--- src/rtl/ti_key_matrix.sv ---
// ti_key_matrix: turns ps2_key toggle events into a ROWS x COLS key matrix.
// A loadable 512-entry scancode map sits between the keyboard and the matrix.
// Joystick channels are ORed onto dedicated columns.
// The console's active-low column strobes are answered with registered
// active-low row returns.
module ti_key_matrix #(
    parameter int ROWS         = 8,
    parameter int COLS         = 8,
    parameter int NJOY         = 2,
    parameter int JOY_BASE_COL = 6,
    localparam int RW          = $clog2(ROWS),
    localparam int CW          = $clog2(COLS),
    localparam int MW          = 2 + RW + CW
) (
    input  logic              clk_i,
    input  logic              reset_n_i,
    input  logic [10:0]       ps2_key_i,
    input  logic              clear_i,
    input  logic              map_we_i,
    input  logic [8:0]        map_addr_i,
    input  logic [MW-1:0]     map_data_i,
    input  logic [5*NJOY-1:0] joy_i,
    input  logic [COLS-1:0]   sel_n_i,
    output logic [ROWS-1:0]   row_n_o,
    output logic              any_key_o
);

    localparam int NBITS = ROWS * COLS;

    // Scancode map, indexed by {ext, scancode}; deliberately not reset.
    logic [MW-1:0] map_mem [0:511];
    logic [MW-1:0] map_rd_q;

    // Stage 0 / stage 1 pipeline registers.
    logic       tog_q;
    logic       primed_q;
    logic       s1_valid_q;
    logic       s1_pressed_q;
    logic [8:0] rd_addr_q;
    logic       s2_valid_q;
    logic       s2_pressed_q;

    // Matrix and sticky lock state, flattened as bit r*COLS + c.
    logic [NBITS-1:0] matrix_q;
    logic [NBITS-1:0] matrix_d;
    logic [NBITS-1:0] lock_q;
    logic [NBITS-1:0] lock_d;
    logic [NBITS-1:0] hit;
    logic [NBITS-1:0] joy_ov;
    logic [NBITS-1:0] eff;
    logic [ROWS-1:0]  row_n_d;

    // Event detect. primed_q suppresses a spurious event from the reset-time tog_q.
    logic ev;
    assign ev = primed_q && (tog_q != ps2_key_i[10]);

    // Decoded fields of the map word in stage 2.
    logic          s2_map_valid;
    logic          s2_lock;
    logic [RW-1:0] s2_row;
    logic [CW-1:0] s2_col;
    logic          upd;

    assign s2_map_valid = map_rd_q[MW-1];
    assign s2_lock      = map_rd_q[MW-2];
    assign s2_row       = map_rd_q[CW +: RW];
    assign s2_col       = map_rd_q[0 +: CW];
    assign upd          = s2_valid_q && s2_map_valid;

    // Map RAM: write port plus registered read; read-during-write returns old data.
    always_ff @(posedge clk_i) begin
        if (map_we_i) begin
            map_mem[map_addr_i] <= map_data_i;
        end
        map_rd_q <= map_mem[rd_addr_q];
    end

    // Event pipeline: detect, latch address/pressed, carry pressed alongside the lookup.
    always_ff @(posedge clk_i or negedge reset_n_i) begin
        if (!reset_n_i) begin
            tog_q        <= 1'b0;
            primed_q     <= 1'b0;
            s1_valid_q   <= 1'b0;
            s1_pressed_q <= 1'b0;
            rd_addr_q    <= '0;
            s2_valid_q   <= 1'b0;
            s2_pressed_q <= 1'b0;
        end else begin
            tog_q      <= ps2_key_i[10];
            primed_q   <= 1'b1;
            s1_valid_q <= ev;
            if (ev) begin
                s1_pressed_q <= ps2_key_i[9];
                rd_addr_q    <= ps2_key_i[8:0];
            end
            s2_valid_q   <= s1_valid_q;
            s2_pressed_q <= s1_pressed_q;
        end
    end

    // Per-cell hit decode. Out-of-range row/col codes never match any cell, so they drop.
    for (genvar gi = 0; gi < ROWS; gi++) begin : g_row_hit
        for (genvar gj = 0; gj < COLS; gj++) begin : g_col_hit
            assign hit[gi*COLS + gj] = upd && (s2_row == RW'(gi)) && (s2_col == CW'(gj));
        end
    end

    // Next matrix/lock state; clear overrides a coincident update.
    always_comb begin
        matrix_d = matrix_q;
        lock_d   = lock_q;
        if (clear_i) begin
            matrix_d = '0;
            lock_d   = '0;
        end else begin
            for (int i = 0; i < NBITS; i++) begin
                if (hit[i]) begin
                    if (s2_lock) begin
                        lock_d[i]   = lock_q[i] ^ s2_pressed_q;
                        matrix_d[i] = lock_q[i] ^ s2_pressed_q;
                    end else begin
                        matrix_d[i] = s2_pressed_q;
                    end
                end
            end
        end
    end

    // Matrix and lock state registers.
    always_ff @(posedge clk_i or negedge reset_n_i) begin
        if (!reset_n_i) begin
            matrix_q <= '0;
            lock_q   <= '0;
        end else begin
            matrix_q <= matrix_d;
            lock_q   <= lock_d;
        end
    end

    // Joystick overlay: channel j drives column JOY_BASE_COL+j; joy bit k lands on row k.
    always_comb begin
        joy_ov = '0;
        for (int j = 0; j < NJOY; j++) begin
            for (int k = 0; k < 5; k++) begin
                joy_ov[k*COLS + JOY_BASE_COL + j] = joy_i[5*j + k];
            end
        end
    end

    assign eff = matrix_q | joy_ov;

    // A row returns low if any strobed column has an active cell in that row.
    for (genvar gi = 0; gi < ROWS; gi++) begin : g_row_out
        assign row_n_d[gi] = ~|(eff[gi*COLS +: COLS] & ~sel_n_i);
    end

    // Registered outputs.
    always_ff @(posedge clk_i or negedge reset_n_i) begin
        if (!reset_n_i) begin
            row_n_o   <= '1;
            any_key_o <= 1'b0;
        end else begin
            row_n_o   <= row_n_d;
            any_key_o <= |matrix_q;
        end
    end

endmodule

--- config.mk ---
export PLATFORM = sky130hd
export DESIGN_NAME = ti_key_matrix
export DESIGN_NICKNAME = d
export VERILOG_FILES = /design/src/rtl/ti_key_matrix.sv
export SDC_FILE = /design/constraint.sdc
export NUM_CORES = 2
export LEC_CHECK = 0
export BUFFER_PORTS_ARGS = -buffer_cell sky130_fd_sc_hd__buf_4
export CORE_ASPECT_RATIO = 1.75
export CORE_MARGIN = 2
export CORE_UTILIZATION = 25
export CTS_BUF_LIST = sky130_fd_sc_hd__clkbuf_8
export DETAILED_ROUTE_END_ITERATION = 8
export GPL_TIMING_DRIVEN = 0
export REMOVE_ABC_BUFFERS = 1
export SYNTH_ARGS = -nofsm -noshare
export SYNTH_HDL_FRONTEND = slang
export SYNTH_SLANG_ARGS = --single-unit
--- constraint.sdc ---
create_clock -name clk_i -period 2.65 [get_ports clk_i]
set_input_delay 0.1325 -clock clk_i [delete_from_list [all_inputs] [get_ports clk_i]]
set_output_delay 0.1325 -clock clk_i [all_outputs]
set_load 0.005 [all_outputs]
==> results_dict.tcl <==
set metrics [dict create \
    synth-seq-cells 4256 \
    syn_avg_cell_area_sq_um 18.5 \
    synth_edf_count 4096 \
    r2r_end "map_rd_q[2]" \
    path_clk_slew_ps 70 \
    num_io_pins 59 \
    hold_path_class "input pin to flop" \
    startpoint "rd_addr_q[0]" \
    fp-row-count 400 \
    holdPathStages 4 \
    dp.final_hpwl_microns 302000 \
    synth_cells 9165 \
    relSlewSlack_pct 4.62 \
    cp.arrival_ps 5290 \
    finalSetupViolCount 9 \
    status "finished, violations left" \
    root_buffer "clkbuf_8" \
    routed_wl_microns 515000 \
    end_kind "flop" \
    async_reset_ff_share_pct 3.57 \
    cts_buffers 580 \
    via_count 92300 \
    p_sw_mw 40.9 \
    final_common_cell "edfxtp_1" \
    hold_viol_final 0 \
    grt_pass1_wl_microns 716000 \
    power_density_mw_per_mm2 743 \
    hold_end "map_mem[288][7]" \
    yosys.area.top_type "edfxtp_1" \
    max_freq_mhz 236 \
    ant_nets 0 \
    worstSetupPathType "flop to flop" \
    worstMarginPinSlew_ps 1430 \
    drtPass1Iterations 6 \
    violations "setup timing" \
    crit_required_ps 3710 \
    synth_area_leaders "edfxtp_1 (72%), mux4_2 (7.3%), mux2i_1 (5.0%)" \
    ys_types 97 \
    core_sq_mm 0.678 \
    grt_setup_unrepaired "true" \
    rrSetupSlack_ps -1580 \
    grt_pass1_vias 94100 \
    drive_gt1_share_pct 19.8 \
    place_congestion 0.797 \
    grt_max_degree 153 \
    avgRoutedWirePerCell_microns 27.0 \
    finClkSkew_ps 91.5 \
    htree_num_levels 6 \
    critPathLaunchType "flop" \
    clock-sinks 4256 \
    die_y_microns 1090 \
    placed_cell_area_sq_mm 0.182 \
    switching_share_pct 27.8 \
    holdCritStartpoint "map_addr_i[3]" \
    peakVddDrop_uv 451 \
    setup_ws_ps -1580 \
    clk_latency_ps 1170 \
    tritoncts "built" \
    power_frac_comb_pct 17.7 \
    fin_total_pwr_mw 147 \
    area_growth_pct 16.3 \
    maxSlewViolCount 0 \
    fin_crit_sh_pct 160 \
    gr-total-overflow 0 \
    viasPerCell 4.84 \
    ctsLongestPathBuffers 5 \
    finalCriticalPeriod_ps 4230 \
    grt_antenna_before_repair 29 \
    synth_area_sq_mm 0.170 \
    route.detailed.drc 0 \
    p_int_mw 106 \
    max_cap_viol_count 0 \
    final_cell_area_sq_mm 0.198 \
    yosys_warnings 0 \
    r2r_start "rd_addr_q[0]" \
    p_clk_share_pct 31.7 \
    yosysSeqAreaShare_pct 74.7 \
    leakage_nw 61.1 \
    initialDrtViolationCount 8307 \
    synth-main-ff-cell "edfxtp_1" \
    tns_ps -11270 \
    initial_core_util_pct 25.1 \
    mostFrequentLayoutCells "edfxtp_1 (4096), mux2i_1 (846), nor2_1 (674)" \
    synth_top_area_share_pct 72.4 \
    grt_usage_pct 14.6 \
    p_seq_share_pct 50.6 \
    nets 9671 \
    reg2reg_depth 13 \
    path_max_fanout 6 \
    portBuffers 58 \
    die_area_sq_mm 0.687 \
    die_w_microns 627 \
]
## through the flow
step,utilization (%),setup slack (ps),cells,hold slack (ps)
floorplan,-,-56050,8552,-163
finish,29.2,-1580,19100,66.3
CTS,29.1,-1490,19000,51.8
global route,29.2,-1460,19000,25.7
global placement,26.2,-99260,17700,264
detailed placement,26.8,-4580,17800,99.8
## what timing repair did
| action | 4_1_cts | 5_1_grt |
|---|---|---|
| hold endpoints to repair | 1779 | 0 |
| hold buffers | 84 | 0 |
| setup endpoints to repair | 74 | 145 |
| cloned | 73 | 5 |
| buffers inserted | 101 | 10 |
| resized for setup | 297 | 62 |
| pin swaps | 85 | 66 |
## metal layers
metal | vias up | share of wire [%] | track usage, %
li1 | 38300 | - | -
met2 | 4062 | 53 | 26.5
met4 | 14 | 7.6 | 10.6
met1 | 48600 | 33 | 15.1
met3 | 1303 | 6.3 | 2.36
met5 | - | 0.018 | 0
## kinds of logic (layout without fill, tap and decap cells)
family                    after synthesis  after routing  share of synthesized area [%]
other                                   1             23                        0.00221
xor gates and xnor gates               81             81                          0.418
buffers and inverters                 675           1500                           2.66
and+or+nand+nor                      1428           1433                           3.77
DFF                                  4256           4256                           74.7
AOI/OAI and AO/OA                    1231           1231                           4.91
muxes                                1493           1493                           13.5
## power by group through the flow
stage / sequential, mW / clock, mW / combinational (mW)
final: 74.4 / 46.6 / 26.0
after global routing: 74.3 / 49.7 / 26.5
after CTS: 74.3 / 47.4 / 25.6
after detailed placement: 75.9 / 0 / 21.5
after global placement: 77.3 / 0 / 14.3
after floorplan: 76.4 / 0 / 10.3
## sequential cells by signal (all words and copies together), names as in the netlist, 8 cells and up
signal	cells
lock_q	64
map_mem	4096
rd_addr_q	9
map_rd_q	8
matrix_q	64
row_n_o	8
## synthesized netlist by cell type (all sizes together), types with 7 or more instances
cell type and n:
and3b 7, edfxtp 4096, clkbuf 322, o22ai 260, a2111oi 19, nand3 46, mux2i 851, or3 68
a31oi 33, dfxtp 8, xor2 51, buf 289, o221ai 293, nand4 45, nor3b 8, xnor2 30
nor2b 10, inv 61, nor4 64, a211oi 61, o32ai 8, a311oi 8, nor3 118, a22oi 14
dfstp 8, mux2 25, mux4 617, o211ai 12, or4 7, nor2 681, o31ai 8, dfrtp 144
and3 9, o21ai 187, nand2 302, a21oi 257, and2 20, a32o 9
## worst max-delay path, stage by stage, from the launching register on
cell and delay (ps):
dfrtp_4 540, buf_16 160, buf_16 130, buf_16 150, buf_16 150, buf_16 150, buf_16 160, buf_16 150
mux4_2 450, o21ai_2 70, a222oi_1 570, nand4_1 580, o311ai_4 370, and4b_2 400
## worst max path at each step
stage / endpoint / slack, ps / cells after the start
after floorplan: map_rd_q[2] / -56050 / 6
final: map_rd_q[2] / -1580 / 13
after global routing: map_rd_q[0] / -1460 / 13
after global placement: map_rd_q[2] / -99260 / 7
after CTS: map_rd_q[0] / -1490 / 13
after detailed placement: map_rd_q[0] / -4580 / 14
## area by class of cell
cell class,instances,area [sq um]
clock buffer,593,8160
multi-input combinational,4239,40300
antenna,22,55.1
tap,9045,11300
timing repair buffer,482,8640
sequential,4256,127000
fill,66500,480000
inverter,62,263
clock inverter,363,1910
(Power assumes the default switching activity.)
